`config.mk`:
```
export PLATFORM = sky130hd
export DESIGN_NAME = ram_bus_arbiter_flat
export DESIGN_NICKNAME = d
export VERILOG_FILES = /design/src/rtl/ram_bus_arbiter_if.sv /design/src/rtl/ram_bus_arbiter.sv /design/src/flat_wrapper.sv
export SDC_FILE = /design/constraint.sdc
export NUM_CORES = 1
export LEC_CHECK = 0
export ABC_AREA = 0
export CAP_MARGIN = 20
export CORE_AREA = 2 2 167 169
export DETAILED_ROUTE_END_ITERATION = 12
export DIE_AREA = 0 0 169 171
export SLEW_MARGIN = 20
export SYNTH_ARGS = -nofsm -noshare
export SYNTH_HDL_FRONTEND = slang
export SYNTH_SLANG_ARGS = --single-unit
export TNS_END_PERCENT = 1
```
`constraint.sdc`:
```
create_clock -name CLK -period 5.8 [get_ports CLK]
set_input_delay 1.74 -clock CLK [delete_from_list [all_inputs] [get_ports CLK]]
set_output_delay 1.74 -clock CLK [all_outputs]
set_load 0.02 [all_outputs]
```
`src/rtl/ram_bus_arbiter_if.sv`:
```
// Bus bundle between the per-core cache request lines, the arbiter and the RAM model.
// The slave modport is the arbiter's view; master is the cores/RAM side.
package ram_bus_arbiter_pkg;
   typedef enum logic [1:0] {FREE = 2'd0, BUSY = 2'd1, ACCESS = 2'd2, ERROR = 2'd3} ramstate_t;
endpackage

interface ram_bus_arbiter_if #(parameter int CPUS = 2);
   import ram_bus_arbiter_pkg::*;

   logic [CPUS-1:0]       iREN;
   logic [CPUS-1:0]       dREN;
   logic [CPUS-1:0]       dWEN;
   logic [CPUS-1:0][31:0] iaddr;
   logic [CPUS-1:0][31:0] daddr;
   logic [CPUS-1:0][31:0] dstore;
   logic [CPUS-1:0]       iwait;
   logic [CPUS-1:0]       dwait;
   logic [CPUS-1:0][31:0] iload;
   logic [CPUS-1:0][31:0] dload;
   logic                  ramREN;
   logic                  ramWEN;
   logic [31:0]           ramaddr;
   logic [31:0]           ramstore;
   logic [31:0]           ramload;
   ramstate_t             ramstate;

   modport slave (
      input  iREN, iaddr, dREN, dWEN, daddr, dstore, ramload, ramstate,
      output iwait, dwait, iload, dload, ramREN, ramWEN, ramaddr, ramstore
   );

   modport master (
      output iREN, iaddr, dREN, dWEN, daddr, dstore, ramload, ramstate,
      input  iwait, dwait, iload, dload, ramREN, ramWEN, ramaddr, ramstore
   );
endinterface

```
`src/rtl/ram_bus_arbiter.sv`:
```
// Shares one RAM port among the I/D ports of CPUS cores; grant held until RAM ACCESS.
// RAM_ARB_ROUND_ROBIN_EN selects round-robin core scan; otherwise fixed priority from core 0.
module ram_bus_arbiter
   import ram_bus_arbiter_pkg::*;
#(
   parameter int CPUS = 2
) (
   input  logic CLK,
   input  logic nRST,
   ram_bus_arbiter_if.slave bus
);
   localparam int IW = (CPUS > 1) ? $clog2(CPUS) : 1;

   typedef enum logic {IDLE, OWN} state_t;

   state_t        state_q, state_d;
   logic [IW-1:0] owner_core_q, owner_core_d;
   logic          owner_is_data_q, owner_is_data_d;
   logic          owner_is_write_q, owner_is_write_d;
   logic [IW-1:0] scan_start;
   logic          req_live, done, arb_found, own_wr;
   int            scan_idx;

`ifdef RAM_ARB_ROUND_ROBIN_EN
   logic [IW-1:0] rr_ptr_q, rr_ptr_d;
   assign scan_start = rr_ptr_q;
`else
   assign scan_start = '0;
`endif

   // Owner's request as currently presented; a drop aborts the transaction.
   always_comb begin
      req_live = owner_is_data_q ? (bus.dREN[owner_core_q] | bus.dWEN[owner_core_q])
                                 : bus.iREN[owner_core_q];
      own_wr   = owner_is_data_q & owner_is_write_q;
      done     = (state_q == OWN) && req_live && (bus.ramstate == ACCESS);
   end

   always_comb begin
      bus.iwait    = '1;
      bus.dwait    = '1;
      bus.iload    = '0;
      bus.dload    = '0;
      bus.ramREN   = 1'b0;
      bus.ramWEN   = 1'b0;
      bus.ramaddr  = '0;
      bus.ramstore = '0;
      if (state_q == OWN) begin
         bus.ramaddr  = owner_is_data_q ? bus.daddr[owner_core_q] : bus.iaddr[owner_core_q];
         bus.ramWEN   = own_wr & req_live;
         bus.ramREN   = ~own_wr & req_live;
         bus.ramstore = own_wr ? bus.dstore[owner_core_q] : '0;
         if (done) begin
            if (owner_is_data_q) begin
               bus.dwait[owner_core_q] = 1'b0;
               if (!owner_is_write_q) bus.dload[owner_core_q] = bus.ramload;
            end else begin
               bus.iwait[owner_core_q] = 1'b0;
               bus.iload[owner_core_q] = bus.ramload;
            end
         end
      end
   end

   always_comb begin
      state_d          = state_q;
      owner_core_d     = owner_core_q;
      owner_is_data_d  = owner_is_data_q;
      owner_is_write_d = owner_is_write_q;
      arb_found        = 1'b0;
      scan_idx         = 0;
`ifdef RAM_ARB_ROUND_ROBIN_EN
      rr_ptr_d         = rr_ptr_q;
`endif
      case (state_q)
         IDLE: begin
            // First requesting core from scan_start wins; data beats fetch, write beats read.
            for (int k = 0; k < CPUS; k++) begin
               scan_idx = (int'(scan_start) + k) % CPUS;
               if (!arb_found && (bus.iREN[scan_idx] | bus.dREN[scan_idx] | bus.dWEN[scan_idx])) begin
                  arb_found        = 1'b1;
                  state_d          = OWN;
                  owner_core_d     = IW'(scan_idx);
                  owner_is_data_d  = bus.dREN[scan_idx] | bus.dWEN[scan_idx];
                  owner_is_write_d = bus.dWEN[scan_idx];
               end
            end
         end
         OWN: begin
            if (!req_live || done) state_d = IDLE;
`ifdef RAM_ARB_ROUND_ROBIN_EN
            if (done) rr_ptr_d = IW'((int'(owner_core_q) + 1) % CPUS);
`endif
         end
         default: state_d = IDLE;
      endcase
   end

   always_ff @(posedge CLK or negedge nRST) begin
      if (!nRST) begin
         state_q          <= IDLE;
         owner_core_q     <= '0;
         owner_is_data_q  <= 1'b0;
         owner_is_write_q <= 1'b0;
`ifdef RAM_ARB_ROUND_ROBIN_EN
         rr_ptr_q         <= '0;
`endif
      end else begin
         state_q          <= state_d;
         owner_core_q     <= owner_core_d;
         owner_is_data_q  <= owner_is_data_d;
         owner_is_write_q <= owner_is_write_d;
`ifdef RAM_ARB_ROUND_ROBIN_EN
         rr_ptr_q         <= rr_ptr_d;
`endif
      end
   end
endmodule
```
`src/flat_wrapper.sv`:
```
// flat-port wrapper written by rule: the top's interface ports become plain ports
module ram_bus_arbiter_flat import ram_bus_arbiter_pkg::*;
#(
   parameter int CPUS = 2
)
  (CLK, nRST, bus_iREN, bus_iaddr, bus_dREN, bus_dWEN, bus_daddr, bus_dstore, bus_ramload, bus_ramstate, bus_iwait, bus_dwait, bus_iload, bus_dload, bus_ramREN, bus_ramWEN, bus_ramaddr, bus_ramstore);
  ram_bus_arbiter_if #(.CPUS(CPUS)) bus_i ();
  input  logic CLK;
  input  logic nRST;
  input wire logic [$bits(bus_i.iREN)-1:0] bus_iREN;
  input wire logic [$bits(bus_i.iaddr)-1:0] bus_iaddr;
  input wire logic [$bits(bus_i.dREN)-1:0] bus_dREN;
  input wire logic [$bits(bus_i.dWEN)-1:0] bus_dWEN;
  input wire logic [$bits(bus_i.daddr)-1:0] bus_daddr;
  input wire logic [$bits(bus_i.dstore)-1:0] bus_dstore;
  input wire logic [$bits(bus_i.ramload)-1:0] bus_ramload;
  input wire logic [$bits(bus_i.ramstate)-1:0] bus_ramstate;
  output wire logic [$bits(bus_i.iwait)-1:0] bus_iwait;
  output wire logic [$bits(bus_i.dwait)-1:0] bus_dwait;
  output wire logic [$bits(bus_i.iload)-1:0] bus_iload;
  output wire logic [$bits(bus_i.dload)-1:0] bus_dload;
  output wire logic [$bits(bus_i.ramREN)-1:0] bus_ramREN;
  output wire logic [$bits(bus_i.ramWEN)-1:0] bus_ramWEN;
  output wire logic [$bits(bus_i.ramaddr)-1:0] bus_ramaddr;
  output wire logic [$bits(bus_i.ramstore)-1:0] bus_ramstore;
  assign bus_i.iREN = bus_iREN;
  assign bus_i.iaddr = bus_iaddr;
  assign bus_i.dREN = bus_dREN;
  assign bus_i.dWEN = bus_dWEN;
  assign bus_i.daddr = bus_daddr;
  assign bus_i.dstore = bus_dstore;
  assign bus_i.ramload = bus_ramload;
  assign bus_i.ramstate = bus_ramstate;
  assign bus_iwait = bus_i.iwait;
  assign bus_dwait = bus_i.dwait;
  assign bus_iload = bus_i.iload;
  assign bus_dload = bus_i.dload;
  assign bus_ramREN = bus_i.ramREN;
  assign bus_ramWEN = bus_i.ramWEN;
  assign bus_ramaddr = bus_i.ramaddr;
  assign bus_ramstore = bus_i.ramstore;
  ram_bus_arbiter #(.CPUS(CPUS)) u_core (.CLK(CLK), .nRST(nRST), .bus(bus_i));
endmodule
```
==> flow_summary.toml, run 1 <==
[routing]
vias = 4273
drt_iter0_drc = 140
routed_via_density = 3.917
dr.pass1.iters = 4
avgRoutedWirePerCell_um = 16.41
drc_errors = 0
drtAntennaViolNets = 0
routed_wl_mm = 17.91

[yosys]
synth_flop_cell = "dfrtp_1"
synth_enable_flop_cells = 0
ys_warn_count = 0
ys_top_cells_by_count = "96 x and2_1, 64 x and3_1, 36 x nor2_1"
ys_async_sr_fraction = 1.000
ys_types = 34
synth_top_cell_by_area = "mux4_2"
netlist_instances = 336
synth_area_um2 = 2746
synth_top_area_share = 0.2624
synth_fp_nets = 570
syn_avg_cell_area_um2 = 8.174
yosys_register_bits = 4
synth.most_common_cell = "and2_1"
synth.area.top_cells = "mux4_2 26%, and2_1 22%, and3_1 15%"
ys_seq_area_frac = 0.03645

[sta]
max_clock_freq_mhz = 175.6
hold_viol = 0
rsz0062_at_grt = "no"
tightestPinTransition_ps = 832.6
setup_violations = 0
fin_worst_skew_ps = 0.7590
fin_crit_sh = 0.9820
tns_ps = 0
min_period_ps = 5696
final-max-slew-violation-count = 0
relSlewSlack = 0.4450

[clock_tree]
cts_root_buffer = "clkbuf_16"
cts.clk_slew.worst_paths_ps = 30
numCtsBuffers = 3
ctsHtreeMaxLevel = 1
cts_tree = "done"
clk_path_buf_depth = 2
insertion_delay_ps = 220
cts_sinks = 4

[global_route]
antenna_found_initial = 1
grt_start_max_net_pins = 67
gr-total-overflow = 0
grt_pass1_vias = 4366
grt_pass1_wl_mm = 24.96
grt_use_total = 0.1111

[die]
die_w_um = 169
core_area_um2 = 27320
dieArea_um2 = 28900
start_util = 0.1005
boundaryPins = 432
die_h_um = 171
rows = 61

[placed_design]
gp_congestion = 0.7254
io_buffers = 431
post-dp-hpwl_mm = 14.87
dp_cells = 1088

[layout]
area_growth_pct = 173.3
multi_input_area_um2 = 2430
drive_above_1_share = 0.08456
regArea_um2 = 105.1
diodes = 0
fill_cells = 2919
instances_no_fill = 1091
nNetsFinal = 981

[worst_setup_path]
path_common_cell = "clkdlybuf4s50_1"
crit_slowest_cell = "clkdlybuf4s50_1"
critPathCaptureType = "primary output"
worstSetupPathType = "in2out"
worst-path-buf-inv = 3
r2r_end = "u_core.state_q"
rr_startpoint = "u_core.owner_is_data_q"
critPathMaxStageDelay_ps = 610
crit_arrival_ps = 3960
cp_cell_sequence = "clkdlybuf4s50_1 > nor2b_2 > and4b_4 > buf_12 > and3_1 > clkdlybuf4s50_1"
cp_max_fo = 66
required_ps = 4060
r2r_slack_ps = 3870
reg2reg_depth = 6
critPathLaunchType = "input pin"
crit_family = "buffers and inverters"

[worst_hold_path]
hp-class = "reg2reg"
min_delay_path_depth = 2
worstHoldStart = "u_core.owner_is_write_q"
holdPathEnd = "u_core.owner_is_write_q"

[power_and_ir_drop]
power.density_nw_per_um2 = 265.3
power_leakage_nw = 2.946
total_power_mw = 1.991
ir_worst_vdd_v = 0.0001062

[status]
status = "completed"

[flow_run]
max_cap_violations = 0
how the worst max path moves through the flow:
| stage | from | endpoint | slack (ps) | cells after the start |
|---|---|---|---|---|
| floorplan | bus_ramstate[0] | bus_dload[10] | 1320 | 4 |
| global route | bus_ramstate[1] | bus_iload[57] | 0.8 | 6 |
| finish | bus_ramstate[1] | bus_iload[9] | 100 | 6 |
| detailed placement | bus_ramstate[1] | bus_iload[36] | -110 | 6 |
| global placement | bus_ramstate[1] | bus_iload[63] | -130 | 6 |
| CTS | bus_ramstate[1] | bus_iload[62] | 70 | 6 |
cells by family after synthesis:
logic type,after synthesis,synth area share
DFF,4,0.03645
AOI/OAI and AO/OA,13,0.03326
and+or+nand+nor,212,0.4620
muxes,65,0.3845
buffers and inverters,42,0.08383
metrics by stage:
step / hold WS (ps) / utilization / setup slack, ps / instance area, µm²
4_1_cts: 742.9 / 0.2748 / 68.51 / 7507
5_1_grt: 757.6 / 0.2748 / 0.7980 / 7507
6_report: 736.2 / 0.2748 / 104.5 / 7507
2_1_floorplan: 605.7 / - / 1322 / 2746
3_5_place_dp: 725.3 / 0.2719 / -108.0 / 7430
3_3_place_gp: 733.0 / 0.2719 / -125.6 / 7430
layout make-up:
class	instances	share of cell area
clock buffer	3	0.01000
sequential	4	0.01400
inverter	2	0.001000
multi-input combinational	290	0.3237
tap	346	0.05767
timing repair buffer	446	0.5937
placed cells by master, fill, tap and decap left out, drive strengths merged, types with 2 or more instances in the layout:
cell type	instances
a21oi	3
and2	96
and3	64
buf	18
clkbuf	3
clkdlybuf4s50	428
dfrtp	4
inv	2
mux2i	32
mux4	32
nand2	3
nor2	36
nor2b	2
nor3	3
nor4b	2
o21ai	2
sequential cells by signal, indices dropped and copies added (netlist names):
signal / flops
u_core.owner_is_data_q: 1
u_core.owner_core_q: 1
u_core.owner_is_write_q: 1
u_core.state_q: 1
layer usage:
| metal | vias to the layer above | GRT usage | share of wire |
|---|---|---|---|
| met2 | 260 | 0.2153 | 0.52 |
| met5 | - | 0 | 0 |
| met1 | 1971 | 0.1189 | 0.36 |
| met4 | 0 | 0.03307 | 0.023 |
| met3 | 16 | 0.02637 | 0.091 |
| li1 | 2026 | - | - |
report_power, final:
part | switching, mW | internal [mW]
Combinational | 0.810 | 0.921
Sequential | 0.112 | 0.0431
Clock | 0.0176 | 0.0879
Total | 0.939 | 1.05
worst reg2reg max path, delay by kind of cell, from the launching register on:
kind | cells | cell delay [ps]
simple gates | 1 | 300
flops | 1 | 440
compound gates | 2 | 170
buf+inv | 3 | 880
timing repair:
item / 4_1_cts / 5_1_grt
hold buffers: 0 / 0
gates resized for setup: 1 / 0
setup endpoints to repair: 62 / 0
hold endpoints to repair: 0 / 0
setup buffers: 0 / 0
Power figures use the tool's default switching activity.
==> run 2: changes to the inputs <==
CORE_AREA = 2 2 169 171   (was 2 2 167 169)
DIE_AREA = 0 0 171 173   (was 0 0 169 171)
SETUP_SLACK_MARGIN = 0.2   (was default)
clock period = 6.4 ns   (was 5.8 ns; I/O delays follow)
==> flow_summary.toml, run 2 (synthesis results as in run 1) <==
[power_and_ir_drop]
seq_power_share = 0.066
ir_worst_vdd_v = 0.0001105
power.density_nw_per_um2 = 234.1
power.clock.fraction = 0.058
p_switching_mw = 0.8128
netSwitchingFraction = 0.4633
p_comb_frac = 0.876
power_leakage_nw = 2.909
power.internal_mw = 0.9417

[global_route]
grt_start_max_net_pins = 54
met1_usage = 0.09779
grtUsageMet3 = 0.02495
antenna_found_initial = 0
busiest_layer = "met2"
gr-total-overflow = 0
grt_util_met2 = 0.2181
grt_pass1_vias = 4351
grt_pass1_wl_mm = 24.18
grt_use_total = 0.1027

[flow_run]
max_cap_violations = 0

[worst_setup_path]
worstSetupPathType = "in2out"
path_common_cell = "clkdlybuf4s50_1"
crit_family = "buffers and inverters"
worst-path-buf-inv = 3
cp_cell_sequence = "clkdlybuf4s50_1 > nor2b_1 > and4b_4 > buf_12 > and3_1 > clkdlybuf4s50_1"
r2r_slack_ps = 4720
critPathLaunchType = "input pin"
required_ps = 4480
r2r_end = "u_core.owner_core_q"
rr_startpoint = "u_core.owner_core_q"
critPathCaptureType = "primary output"
cp.depth = 6
crit_arrival_ps = 4140
reg2reg_depth = 2
cp_max_fo = 39
crit_slowest_cell = "clkdlybuf4s50_1"
critPathMaxStageDelay_ps = 610

[die]
start_util = 0.09940
rows = 61
boundaryPins = 432
dieArea_um2 = 29580
core_area_um2 = 27630
die_w_um = 171
die_h_um = 173

[sta]
whs_ps = 674.3
relSlewSlack = 0.5108
final-max-slew-violation-count = 0
tightestPinTransition_ps = 733.8
hold_viol = 0
rsz0062_at_grt = "no"
setup_violations = 0
min_period_ps = 6058
max_clock_freq_mhz = 165.1
tns_ps = 0
fin_crit_sh = 0.9465
fin_worst_skew_ps = 0.9736

[placed_design]
gp_congestion = 0.7766
post-dp-hpwl_mm = 14.02
io_buffers = 431

[routing]
drc_errors = 0
routed_via_density = 3.748
dr.pass1.iters = 4
routed_wl_mm = 16.73
avgRoutedWirePerCell_um = 14.97
drt_iter0_drc = 127
drtAntennaViolNets = 0
vias = 4187

[worst_hold_path]
holdPathEnd = "u_core.owner_is_write_q"
min_delay_path_depth = 2
hp-class = "reg2reg"
worstHoldStart = "u_core.owner_is_write_q"

[layout]
nNetsFinal = 974
final_common_cell = "clkdlybuf4s50_1"
drive_above_1_share = 0.06901
area_growth_pct = 172.9
final_cell_mix = "431 x clkdlybuf4s50_1, 96 x and2_1, 64 x and3_1"
diodes = 0

[clock_tree]
cts_hold_buffers = 0
cts_tree = "done"
post_cts_buffers = 0
cts_resized = 0
cts_sinks = 4
cts.clk_slew.worst_paths_ps = 30
insertion_delay_ps = 220
ctsHtreeMaxLevel = 1
numCtsBuffers = 3
clk_path_buf_depth = 2
cts_root_buffer = "clkbuf_16"

[status]
status = "completed"
==> run 2: cell count changes in the layout (fill, tap and decap cells not counted), sizes merged <==
| cell | previous run | this run |
|---|---|---|
| buf | 18 | 8 |
| clkdlybuf4s50 | 428 | 431 |
| clkbuf | 3 | 4 |
==> run 2: worst min-delay path: stages (launching register included) <==
cell and delay [ps]:
dfrtp_1 460, inv_1 90, o22ai_1 80
==> run 2: routing by layer <==
layer,vias to the layer above,share of wire
met5,-,0
met4,0,0.0093
met3,10,0.10
met2,254,0.55
met1,1913,0.34
li1,2010,-
==> run 2: worst max path at each step <==
stage                               start             to
after floorplan           bus_ramstate[0]  bus_dload[10]
after global placement    bus_ramstate[1]  bus_iload[47]
after detailed placement  bus_ramstate[1]  bus_iload[52]
after CTS                 bus_ramstate[1]  bus_iload[52]
after global routing      bus_ramstate[1]  bus_iload[46]
final                     bus_ramstate[1]  bus_iload[17]
==> run 2: final cells by class <==
class,count,area [µm²]
flip-flops and latches,4,103.9
inverters,2,7.507
fillers,3017,20130
well taps,378,473.0
repair buffers,439,4399
clock buffers,4,78.83
multi-input cells,290,2432
==> run 2: per-stage QoR <==
step	setup slack [ps]	utilization	area (µm²)	power (mW)	std cells
5_1_grt	232.5	0.2713	7495	1.874	1117
2_1_floorplan	1562	-	2746	0.9997	336
4_1_cts	317.3	0.2713	7495	1.784	1117
6_report	342.4	0.2713	7495	1.754	1117
3_5_place_dp	324.2	0.2684	7416	1.676	1113
3_3_place_gp	353.4	0.2682	7411	1.670	1113
==> run 2: power groups by stage <==
stage	combinational, mW	clock, mW	sequential [mW]
after floorplan	0.952	0	0.0476
after global placement	1.55	0	0.118
after detailed placement	1.56	0	0.119
after CTS	1.56	0.103	0.120
after global routing	1.64	0.107	0.127
final	1.54	0.101	0.116
==> run 3: changes to the inputs <==
CTS_BUF_LIST = sky130_fd_sc_hd__clkbuf_8   (was default)
==> flow_summary.toml, run 3 (synthesis results as in run 1) <==
[layout]
area_growth_pct = 171.7
diodes = 0
drive_above_1_share = 0.06901
final_util = 0.2700
instances_no_fill = 1117
nNetsFinal = 974
final_common_cell = "clkdlybuf4s50_1"
final_cell_mix = "431 x clkdlybuf4s50_1, 96 x and2_1, 64 x and3_1"

[placed_design]
post-dp-hpwl_mm = 14.02
gp_congestion = 0.7766
io_buffers = 431
dp_cells = 1113

[worst_setup_path]
critPathMaxStageDelay_ps = 610
crit_slowest_cell = "clkdlybuf4s50_1"
cp_max_fo = 39
crit_arrival_ps = 4140
reg2reg_depth = 2
critPathLaunchType = "input pin"
cp_cell_sequence = "clkdlybuf4s50_1 > nor2b_1 > and4b_4 > buf_12 > and3_1 > clkdlybuf4s50_1"
critPathCaptureType = "primary output"
required_ps = 4480
path_common_cell = "clkdlybuf4s50_1"
worstSetupPathType = "in2out"

[clock_tree]
cts_root_buffer = "clkbuf_8"
cts_tree = "done"
clk_path_buf_depth = 2
cts_resized = 0
cts_sinks = 4
post_cts_buffers = 0
numCtsBuffers = 3
ctsHtreeMaxLevel = 1
cts_hold_buffers = 0
cts.clk_slew.worst_paths_ps = 30
insertion_delay_ps = 220

[global_route]
grt_use_total = 0.1026
antenna_found_initial = 0
grt_start_max_net_pins = 54
grt_pass1_wl_mm = 24.15
grt_pass1_vias = 4349
gr-total-overflow = 0

[routing]
drt_iter0_drc = 123
dr.pass1.iters = 4
vias = 4169
drtAntennaViolNets = 0
avgRoutedWirePerCell_um = 14.97
routed_via_density = 3.732
routed_wl_mm = 16.72
drc_errors = 0

[sta]
fin_worst_skew_ps = 0.4805
hold_viol = 0
tns_ps = 0
setup_violations = 0
relSlewSlack = 0.5106
fin_crit_sh = 0.9475
rsz0062_at_grt = "no"
tightestPinTransition_ps = 734.1
min_period_ps = 6064
max_clock_freq_mhz = 164.9
final-max-slew-violation-count = 0

[die]
dieArea_um2 = 29580
die_w_um = 171
core_area_um2 = 27630
rows = 61
boundaryPins = 432
die_h_um = 173
start_util = 0.09940

[worst_hold_path]
min_delay_path_depth = 2
hp-class = "reg2reg"

[power_and_ir_drop]
power_leakage_nw = 2.897
power.density_nw_per_um2 = 229.1
ir_worst_vdd_v = 0.0001100

[flow_run]
max_cap_violations = 0

[status]
status = "completed"
run 3: cell count changes in the layout (fill, tap and decap cells not counted):
cell       before  now
clkbuf_8        0    3
clkbuf_1        1    0
clkbuf_16       3    0
inv_1           2    3
run 3: area by class of cell:
cell class | count | area [µm²]
sequential | 4 | 103.9
timing repair buffer | 439 | 4399
inverter | 2 | 7.507
fill | 3021 | 20170
clock buffer | 3 | 41.29
tap | 378 | 473.0
multi-input combinational | 290 | 2432
clock inverter | 1 | 3.754
run 3: power by group:
group	leakage [nW]	switching [mW]	internal, mW	total, mW
Sequential	0.0448	0.0774	0.0391	0.117
Clock	0.0269	0.0149	0.0411	0.0559
Combinational	2.83	0.717	0.820	1.54
run 3: final timing paths:
check	start	to	slack, ps
min	u_core.owner_is_write_q	u_core.owner_is_write_q	680
min reg2reg	u_core.owner_is_write_q	u_core.owner_is_write_q	680
max	bus_ramstate[1]	bus_iload[17]	340
min in group asynchronous	nRST	u_core.owner_is_write_q	1910
max in group asynchronous	nRST	u_core.owner_core_q	4290
max reg2reg	u_core.owner_core_q	u_core.owner_core_q	4720
run 3: through the flow:
| stage | hold slack [ps] | total power, mW | worst slack [ps] | area, µm² |
|---|---|---|---|---|
| after floorplan | 605.7 | 0.9997 | 1562 | 2746 |
| after global placement | 670.3 | 1.670 | 353.4 | 7411 |
| after detailed placement | 670.9 | 1.676 | 324.2 | 7416 |
| after CTS | 677.2 | 1.739 | 317.3 | 7461 |
| after global routing | 722.7 | 1.828 | 232.5 | 7461 |
| final | 675.4 | 1.709 | 335.8 | 7461 |
run 3: worst max-delay path, delay by kind of cell:
family,cells,cell delay [ps]
and+or+nand+nor,3,860
buffers and inverters,3,1330
run 3: layer usage:
layer | vias up | global-route usage | share of wire
li1 | 2008 | - | -
met1 | 1901 | 0.09779 | 0.34
met2 | 250 | 0.2176 | 0.54
met3 | 10 | 0.02495 | 0.10
met4 | 0 | 0.01448 | 0.0093
met5 | - | 0 | 0
